$ cat config.mk
export PLATFORM = sky130hd
export DESIGN_NAME = mandelbrot_scheduler
export DESIGN_NICKNAME = d
export VERILOG_FILES = /design/src/rtl/mandelbrot_scheduler.sv
export SDC_FILE = /design/constraint.sdc
export NUM_CORES = 1
export LEC_CHECK = 0
export CORE_ASPECT_RATIO = 0.9
export CORE_MARGIN = 3
export CORE_UTILIZATION = 41
export DETAILED_ROUTE_END_ITERATION = 7
export GPL_TIMING_DRIVEN = 0
export HOLD_SLACK_MARGIN = 0.02
export PLACE_DENSITY = 0.73
export SLEW_MARGIN = 20
export SYNTH_ARGS = -nofsm -noshare
export SYNTH_HDL_FRONTEND = slang
export SYNTH_SLANG_ARGS = --single-unit
$ cat constraint.sdc
create_clock -name clk -period 4.7 [get_ports clk]
set_input_delay 0.705 -clock clk [delete_from_list [all_inputs] [get_ports clk]]
set_output_delay 0.705 -clock clk [all_outputs]
set_load 0.01 [all_outputs]
$ cat src/rtl/mandelbrot_scheduler.sv
`default_nettype none
// +-----------------------------------------------------------------------------+
// | mandelbrot_scheduler                                                        |
// | Raster-scans a frame across two engine lanes and returns results in order.  |
// | Revision: 1.0                                                               |
// +-----------------------------------------------------------------------------+
module mandelbrot_scheduler #(
   parameter int H_RES       = 640,
   parameter int V_RES       = 480,
   parameter int COORD_WIDTH = 11
) (
   input  logic                          clk,
   input  logic                          rst_n,
   input  logic                          start,
   input  logic                          abort,
   input  logic signed [COORD_WIDTH-1:0] center_x,
   input  logic signed [COORD_WIDTH-1:0] center_y,
   input  logic [7:0]                    zoom_level,
   input  logic [5:0]                    max_iter_limit,
   output logic signed [COORD_WIDTH-1:0] cfg_center_x,
   output logic signed [COORD_WIDTH-1:0] cfg_center_y,
   output logic [7:0]                    cfg_zoom_level,
   output logic [5:0]                    cfg_max_iter,
   output logic                          eng_enable,
   output logic [9:0]                    e0_pixel_x,
   output logic [9:0]                    e0_pixel_y,
   output logic [9:0]                    e1_pixel_x,
   output logic [9:0]                    e1_pixel_y,
   output logic                          e0_pixel_valid,
   output logic                          e1_pixel_valid,
   input  logic [5:0]                    e0_iter,
   input  logic [5:0]                    e1_iter,
   input  logic                          e0_result_valid,
   input  logic                          e1_result_valid,
   input  logic                          e0_busy,
   input  logic                          e1_busy,
   output logic                          out_valid,
   input  logic                          out_ready,
   output logic [9:0]                    out_x,
   output logic [9:0]                    out_y,
   output logic [5:0]                    out_iter,
   output logic                          frame_busy,
   output logic                          frame_done
);

   localparam logic [9:0] c_x_last = 10'(H_RES - 1);
   localparam logic [9:0] c_y_last = 10'(V_RES - 1);

   typedef enum logic [1:0] {ST_IDLE = 2'd0, ST_RUN = 2'd1, ST_DRAIN = 2'd2, ST_ABORT = 2'd3} state_t;
   typedef enum logic [1:0] {LN_FREE = 2'd0, LN_ISSUED = 2'd1, LN_RELEASE = 2'd2} lane_t;

   state_t     r_state, w_state_nxt;
   lane_t      r_lane [2];
   lane_t      w_lane_nxt [2];
   logic [9:0] r_lane_x [2];
   logic [9:0] r_lane_y [2];
   logic [9:0] r_scan_x, r_scan_y;
   logic       r_disp_ptr, r_out_ptr, r_frame_done;

   logic [1:0] w_busy, w_res_valid;
   logic       w_start_ok, w_active, w_abort, w_disp_req, w_dispatch, w_disp_lane;
   logic       w_last_disp, w_out_valid, w_xfer, w_last_xfer;
   logic [9:0] w_disp_x, w_disp_y, w_scan_x_nxt, w_scan_y_nxt;
   logic [5:0] w_iter_sel;

   assign w_busy      = {e1_busy, e0_busy};
   assign w_res_valid = {e1_result_valid, e0_result_valid};
   assign w_start_ok  = (r_state == ST_IDLE) && start;
   assign w_active    = (r_state == ST_RUN) || (r_state == ST_DRAIN);
   assign w_abort     = w_active && abort;

   // The accepted start dispatches pixel (0,0) itself so lane 0 is live on the next cycle
   assign w_disp_lane = w_start_ok ? 1'b0 : r_disp_ptr;
   assign w_disp_x    = w_start_ok ? 10'd0 : r_scan_x;
   assign w_disp_y    = w_start_ok ? 10'd0 : r_scan_y;
   assign w_disp_req  = w_start_ok || ((r_state == ST_RUN) && !abort);
   assign w_dispatch  = w_disp_req && (r_lane[w_disp_lane] == LN_FREE) && !w_busy[w_disp_lane];
   assign w_last_disp = (w_disp_x == c_x_last) && (w_disp_y == c_y_last);

   assign w_scan_x_nxt = (w_disp_x == c_x_last) ? 10'd0 : w_disp_x + 10'd1;
   assign w_scan_y_nxt = (w_disp_x != c_x_last) ? w_disp_y :
                         (w_disp_y == c_y_last) ? 10'd0 : w_disp_y + 10'd1;

   assign w_out_valid = w_active && (r_lane[r_out_ptr] == LN_ISSUED) && w_res_valid[r_out_ptr];
   assign w_xfer      = w_out_valid && out_ready && !abort;
   assign w_last_xfer = w_xfer && (r_state == ST_DRAIN) &&
                        (r_lane_x[r_out_ptr] == c_x_last) && (r_lane_y[r_out_ptr] == c_y_last);
   assign w_iter_sel  = r_out_ptr ? e1_iter : e0_iter;

   always_comb begin
      w_state_nxt = r_state;
      case (r_state)
         ST_IDLE:  if (start) w_state_nxt = (w_dispatch && w_last_disp) ? ST_DRAIN : ST_RUN;
         ST_RUN: begin
            if (abort)                           w_state_nxt = ST_ABORT;
            else if (w_dispatch && w_last_disp)  w_state_nxt = ST_DRAIN;
         end
         ST_DRAIN: begin
            if (abort)            w_state_nxt = ST_ABORT;
            else if (w_last_xfer) w_state_nxt = ST_IDLE;
         end
         ST_ABORT: if ((r_lane[0] == LN_FREE) && (r_lane[1] == LN_FREE)) w_state_nxt = ST_IDLE;
         default:  w_state_nxt = ST_IDLE;
      endcase
   end

   always_comb begin
      for (int i = 0; i < 2; i++) begin
         w_lane_nxt[i] = r_lane[i];
         case (r_lane[i])
            LN_FREE:    if (w_dispatch && (w_disp_lane == 1'(i))) w_lane_nxt[i] = LN_ISSUED;
            LN_ISSUED:  if (w_abort || (r_state == ST_ABORT) || (w_xfer && (r_out_ptr == 1'(i))))
                           w_lane_nxt[i] = LN_RELEASE;
            LN_RELEASE: if (!w_busy[i]) w_lane_nxt[i] = LN_FREE;
            default:    w_lane_nxt[i] = LN_FREE;
         endcase
      end
   end

   always_ff @(posedge clk or negedge rst_n) begin
      if (!rst_n) begin
         r_state        <= ST_IDLE;
         r_lane[0]      <= LN_FREE;
         r_lane[1]      <= LN_FREE;
         r_lane_x[0]    <= '0;
         r_lane_x[1]    <= '0;
         r_lane_y[0]    <= '0;
         r_lane_y[1]    <= '0;
         r_scan_x       <= '0;
         r_scan_y       <= '0;
         r_disp_ptr     <= 1'b0;
         r_out_ptr      <= 1'b0;
         r_frame_done   <= 1'b0;
         cfg_center_x   <= '0;
         cfg_center_y   <= '0;
         cfg_zoom_level <= '0;
         cfg_max_iter   <= '0;
      end else begin
         r_state      <= w_state_nxt;
         r_lane[0]    <= w_lane_nxt[0];
         r_lane[1]    <= w_lane_nxt[1];
         r_frame_done <= w_last_xfer;
         if (w_dispatch) begin
            r_lane_x[w_disp_lane] <= w_disp_x;
            r_lane_y[w_disp_lane] <= w_disp_y;
            r_scan_x              <= w_scan_x_nxt;
            r_scan_y              <= w_scan_y_nxt;
            r_disp_ptr            <= ~w_disp_lane;
         end else if (w_start_ok) begin
            r_scan_x   <= '0;
            r_scan_y   <= '0;
            r_disp_ptr <= 1'b0;
         end
         if (w_start_ok) begin
            r_out_ptr      <= 1'b0;
            cfg_center_x   <= center_x;
            cfg_center_y   <= center_y;
            cfg_zoom_level <= zoom_level;
            cfg_max_iter   <= max_iter_limit;
         end else if (w_xfer) begin
            r_out_ptr <= ~r_out_ptr;
         end
      end
   end

   assign eng_enable     = (r_state != ST_IDLE);
   assign frame_busy     = (r_state != ST_IDLE);
   assign frame_done     = r_frame_done;
   assign e0_pixel_valid = (r_lane[0] == LN_ISSUED);
   assign e1_pixel_valid = (r_lane[1] == LN_ISSUED);
   assign e0_pixel_x     = r_lane_x[0];
   assign e0_pixel_y     = r_lane_y[0];
   assign e1_pixel_x     = r_lane_x[1];
   assign e1_pixel_y     = r_lane_y[1];
   assign out_valid      = w_out_valid;
   assign out_x          = w_out_valid ? r_lane_x[r_out_ptr] : 10'd0;
   assign out_y          = w_out_valid ? r_lane_y[r_out_ptr] : 10'd0;
   assign out_iter       = w_out_valid ? w_iter_sel : 6'd0;

endmodule
`default_nettype wire

=== After elaboration in Yosys (flattened, before gate mapping) ===
Cells that the tools add are included.
Widths: inputs -> output; s select.

* Register bits after elaboration: 105
* Input bits: 57

* Add/sub/neg operators: 2
* Magnitude comparators: 5
* Equal/unequal tests: 23
* Multiplexer cells: 51
* Bitwise operators: 4
* Reductions and logical operators: 36

{| class="wikitable"
|+ Operator list
! cell !! count
|-
| $mux 10 || 16
|-
| $bwmux 20 || 2
|-
| $mux 2 || 19
|-
| $add 10x1->10 const B || 2
|-
| $eq 10x10->1 const B || 2
|-
| $eq 10x9->1 const B || 2
|-
| $logic_and 1x1->1 || 20
|-
| $mux 6 || 2
|-
| $pmux 2 s3 || 2
|-
| $demux 10 s1 || 1
|-
| $ne 10x10->1 const B || 1
|-
| $eq 2x1->1 const B || 4
|-
| $eq 2x2->1 const B || 4
|-
| $logic_not 2->1 || 4
|-
| $mux 1 || 8
|-
| $ne 2x1->1 const B || 4
|-
| $ne 2x2->1 const B || 4
|-
| $pmux 2 s4 || 1
|-
| $reduce_and 3->1 || 2
|-
| $logic_or 1x1->1 || 5
|-
| $ge 2x2->1 const B || 2
|-
| $lt 1x2->1 const B || 2
|-
| $not 1->2 || 2
|-
| $reduce_and 4->1 || 1
|-
| other kinds (6) || 9
|}

=== Logic depth before layout (Yosys ltp) ===
* Word-level depth: 15
* Depth in mapped cells: 13
* Mapped depth without buffers: 12

=== Worst setup path after synthesis ===
OpenSTA, ideal clock, no wires.

* Path type: register -> register
* Start point: reg r_state[0]
* End point: reg r_state[1]
* Arrival time: 2.914 ns
* Path slack: 1.658 ns
* Cell stages (with the launch flop): 13
* Path buffers: 1
* Period minus slack after synthesis: 3.042 ns
* Path through: dfrtp_1 -> inv_1 -> ha_1 -> nand2_1 -> clkbuf_1 -> and2_0 -> ha_1 -> and3_1 -> and4b_1 -> or4b_4 -> a31oi_1 -> o21ai_1 -> mux2_1

* Elaborated cells between the ends (all ways): 40

{| class="wikitable"
|+ RTL lines
! what !! line !! source
|-
| start: declaration || 52 || <nowiki>state_t r_state, w_state_nxt;</nowiki>
|-
| start signal: assignment || 139 || <nowiki>r_state <= w_state_nxt;</nowiki>
|-
| $logic_not 2->1 (*) || 68 || <nowiki>assign w_start_ok = (r_state == ST_IDLE) && start;</nowiki>
|-
| $logic_and 1x1->1 (*) || 68 ||
|-
| $mux 10 (*) || n/a ||
|-
| net w_disp_y[0] || 63 || <nowiki>logic [9:0] w_disp_x, w_disp_y, w_scan_x_nxt, w_scan_y_nxt;</nowiki>
|-
| $eq 10x9->1 (*) || 78 || <nowiki>assign w_last_disp = (w_disp_x == c_x_last) && (w_disp_y == c_y_last);</nowiki>
|-
| $logic_and 1x1->1 (*) || 78 ||
|-
| $logic_and 1x1->1 (*) || 93, 96 ||
|-
| $mux 2 (2 in a row) || 93 || <nowiki>ST_IDLE: if (start) w_state_nxt = (w_dispatch && w_last_disp) ? ST_DRAIN : ST_RUN;</nowiki>
|-
| $pmux 2 s4 || 92 || <nowiki>case (r_state)</nowiki>
|}

Mark *: on every way through the listed nets, which the timed path passes. The rest lies on a longest branch. The select of a mux whose other input is x is not followed.
A chain may end at the register's enable or synchronous reset.

=== Final worst setup path ===
* Start point: in start
* End point: reg r_state[1]

* Elaborated cells between the ends (all ways): 25

{| class="wikitable"
|+ RTL lines
! what !! line !! source
|-
| start: declaration || 14 || <nowiki>input logic start,</nowiki>
|-
| $logic_and 1x1->1 (*) || 68 ||
|-
| $mux 10 (*) || n/a ||
|-
| net w_disp_y[0] || 63 ||
|-
| $eq 10x9->1 (*) || 78 ||
|-
| $logic_and 1x1->1 (*) || 78 ||
|-
| $logic_and 1x1->1 (*) || 93, 96 ||
|-
| $mux 2 (2 in a row) || 93 ||
|-
| $pmux 2 s4 || 92 ||
|}

Marks and branches as above.

==> tab_implementation.tex <==
\begin{tabular}{lr}
\hline
Metric & Value \\
\hline
\multicolumn{2}{l}{\textbf{Clocking}} \\
Maximum number of buffers from clock root to sink & 2 \\
Worst-path clk slew & 70 ps \\
Sinks on Clock Net & 105 \\
Later-pin clock latency in the skew report & 340 ps \\
CTS resizes & 0 \\
Number of hold buffers added after CTS & 0 \\
H-tree Lvls & 3 \\
TritonCTS Buffers & 9 \\
Clock tree from TritonCTS & done \\
CTS Root Cell & clkbuf\_16 \\
Post-CTS setup buffer count & 0 \\
\multicolumn{2}{l}{\textbf{Floorplan}} \\
Count of pins on the block boundary & 165 \\
Starting density of the core & 0.4263 \\
Rows & 38 \\
Floorplan core area & 12220 um2 \\
Die width & 124.8 um \\
Vertical die dimension & 112.9 um \\
Die footprint & 14090 um2 \\
\multicolumn{2}{l}{\textbf{Placed design}} \\
Final GP Congestion & 0.9932 \\
Half-perimeter wire length after placement & 11520 um \\
I/O Buffers & 164 \\
Placed cell areas & 7079 um2 \\
\multicolumn{2}{l}{\textbf{Timing}} \\
RSZ-0062 raised after global routing & false \\
Number of max-slew violations in the final report & 0 \\
Crit path time final & 3908 ps \\
Final setup skew & 6.902 ps \\
Final setup violation count & 0 \\
Fmax & 255.9 MHz \\
Final Hold Viols & 0 \\
Worst slew pin tran & 834.1 ps \\
Slew headroom & 0.4439 \\
Fraction of the cycle the final worst path needs & 0.8314 \\
\multicolumn{2}{l}{\textbf{Setup path}} \\
Worst setup EP type & flip-flop \\
Critical-path top delay cell & clkdlybuf4s50\_1 \\
Arr. time, crit path & 4130 ps \\
Required @ worst endpoint & 4920 ps \\
Largest fanout of any net on the critical path & 10 \\
Type of the worst setup path & in -> reg \\
Slowest stage delay, CP & 580 ps \\
Critical path cell sequence & clkdlybuf4s50\_1, nand2\_1, clkbuf\_1, and2\_0, ha\_1, and3\_1, and4b\_1, or4b\_4, a31oi\_1, o21ai\_1, mux2\_1 \\
Kind of start point of the critical path & primary input \\
\multicolumn{2}{l}{\textbf{Yosys}} \\
Yosys warnings & 0 \\
Mean instance size in the synthesized netlist & 9.170 um2 \\
Count of different cell masters after synthesis & 49 \\
Sequential cell area fraction in the yosys report & 0.5044 \\
Largest family of logic cells by synthesized area & simple AND/OR/NAND/NOR gates \\
Proportion of register bits with asynchronous set or reset after synthesis & 1.000 \\
Compound-cell area share of the yosys netlist & 0.06822 \\
Cell area after synthesis & 5209 um2 \\
Adder-cell area share of the yosys netlist & 0.02162 \\
Most common flop cell mapped by yosys & dfrtp\_1 \\
Mux cell area share after synthesis & 0.09080 \\
Mapped Cells & 568 \\
Post-synth EDFFs & 0 \\
Number of nets produced by synthesis & 634 \\
Register bit count reported by yosys & 105 \\
Share of synthesized cell area in and, or, nand and nor gates & 0.2443 \\
Share of the synthesized netlist area taken by xor and xnor gates & 0.02186 \\
\multicolumn{2}{l}{\textbf{Layout}} \\
Highest-count cells in the layout ignoring fill and taps & 163 x clkdlybuf4s50\_1, 135 x nand2\_1, 105 x dfrtp\_1 \\
Count of antenna diodes in the layout & 0 \\
Utilization of the core after routing & 0.6064 \\
Layout net count & 810 \\
Layout cell share with drive strength beyond 1 & 0.06016 \\
P\&R area growth vs syn & 42.25\% \\
Most common library cell in the layout ignoring fill and taps & clkdlybuf4s50\_1 \\
Finished Cell Area & 7410 um2 \\
\multicolumn{2}{l}{\textbf{GRT}} \\
Global-route congestion overflow total & 0 \\
Layer with the highest usage & met2 \\
Vias in the first global route & 4945 \\
Largest net degree at the start of global routing & 84 \\
Wire length of the first global-routing pass & 25610 um \\
Antenna violations before repair & 0 \\
Met1 track demand over resource & 0.2892 \\
GR met3 Demand/Resource & 0.07032 \\
Met2 usage in global routing & 0.3638 \\
Aggregate global-route resource usage & 0.2234 \\
\multicolumn{2}{l}{\textbf{Power}} \\
Final total power & 3.880 mW \\
Leakage power & 3.207 nW \\
Clk network pwr share & 0.213 \\
Comb pwr share & 0.419 \\
Sw Pwr & 1.381 mW \\
Internal power & 2.499 mW \\
Sequential fraction of design power & 0.368 \\
Maximum vdd drop & 0.0004256 V \\
Switching share of power & 0.3559 \\
Cell area power density & 523.6 nW/um2 \\
\multicolumn{2}{l}{\textbf{Run status}} \\
Result of the run & finished clean \\
\multicolumn{2}{l}{\textbf{Detailed routing}} \\
Post-route antenna net violation count & 0 \\
\# DRC & 0 \\
Number of DRC markers after the initial detailed-route iteration & 374 \\
Total number of vias & 4781 \\
Post-DR wirelength/cell & 17.21 um \\
Number of detailed-routing iterations run before antenna repair & 5 \\
Total wirelength of the detailed-routed design & 15620 um \\
Via-per-instance ratio & 5.265 \\
\multicolumn{2}{l}{\textbf{Min path}} \\
Class of the tightest hold or removal check & in -> async \\
\multicolumn{2}{l}{\textbf{Job}} \\
\# Max-Cap Violations & 0 \\
\hline
\end{tabular}
==> Yosys cell counts, drive strengths merged (9+ instances only) <==
master	n	area share
inv	35	0.025
clkbuf	22	0.016
nand3	39	0.037
ha	9	0.022
nand4	12	0.017
o21ai	33	0.032
a21oi	9	0.0086
nand2	135	0.097
dfrtp	105	0.50
buf	9	0.0077
mux2	18	0.039
mux2i	27	0.052
and2	9	0.011
nor2	41	0.030
==> through the flow <==
| step | std cells | setup slack, ps | TNS, ps | hold WS, ps |
|---|---|---|---|---|
| 2_1_floorplan | 568 | 1658 | 0 | 409.4 |
| 3_3_place_gp | 892 | -995.8 | -103700 | 456.8 |
| 3_5_place_dp | 893 | 580.1 | 0 | 461.5 |
| 4_1_cts | 908 | 876.3 | 0 | 207.9 |
| 5_1_grt | 908 | 645.4 | 0 | 206.2 |
| 6_report | 908 | 792.2 | 0 | 209.4 |
==> critical path, delay by kind of cell <==
family,cells,cell delay [ps]
and+or+nand+nor,5,1500
buffers and inverters,2,950
AOI/OAI and AO/OA,2,360
muxes,1,330
adders and majority gates,1,270
==> final cells by class <==
cell class / count / area (um2)
clock inverter: 2 / 60.06
fill: 1017 / 4810
clock buffer: 13 / 270.3
tap: 160 / 200.2
buffer: 31 / 122.6
multi-input combinational: 397 / 2327
timing repair buffer: 165 / 1670
inverter: 35 / 131.4
sequential: 105 / 2628
==> path summary, 6_finish.rpt <==
check	end	cells past startpoint	slack [ps]	from
min	e0_pixel_x[7]$_DFFE_PN0P_	1	210	rst_n
min in group clk	cfg_center_y[8]$_DFFE_PN0P_	2	480	cfg_center_y[8]$_DFFE_PN0P_
max in group asynchronous	cfg_zoom_level[2]$_DFFE_PN0P_	2	3820	rst_n
min reg2reg	cfg_center_y[8]$_DFFE_PN0P_	2	480	cfg_center_y[8]$_DFFE_PN0P_
max reg2reg	r_state[1]$_DFFE_PN0P_	12	970	r_state[0]$_DFFE_PN0P_
max	r_state[1]$_DFFE_PN0P_	11	790	start
==> logic make-up after synthesis <==
logic type,count (synthesis)
flip-flops,105
XOR/XNOR,13
AND/OR/NAND/NOR,271
multiplexers,45
buffers and inverters,66
adder cells (fa/ha/maj),9
AO/OA/AOI/OAI,59
==> state kept, by name, summed over array words and instances, names as in the netlist, 10 cells and up <==
name	cells
e0_pixel_x	10
r_scan_y	10
e0_pixel_y	10
e1_pixel_x	10
cfg_center_x	11
e1_pixel_y	10
r_scan_x	10
cfg_center_y	11
==> per-layer routing <==
| metal | part of all wire | routed length [um] | up-vias |
|---|---|---|---|
| li1 | - | - | 2245 |
| met1 | 0.43 | 6674 | 2296 |
| met2 | 0.46 | 7221 | 218 |
| met3 | 0.090 | 1407 | 22 |
| met4 | 0.020 | 320 | 0 |
| met5 | 0 | 0 | - |
==> power groups by stage <==
stage	Clock, mW	Combinational (mW)	Sequential [mW]
2_1_floorplan	0	0.675	1.51
3_3_place_gp	0	1.59	1.42
3_5_place_dp	0	1.62	1.44
4_1_cts	0.840	1.64	1.43
5_1_grt	0.883	1.78	1.47
6_report	0.825	1.63	1.43
Power figures use the tool's default switching activity.
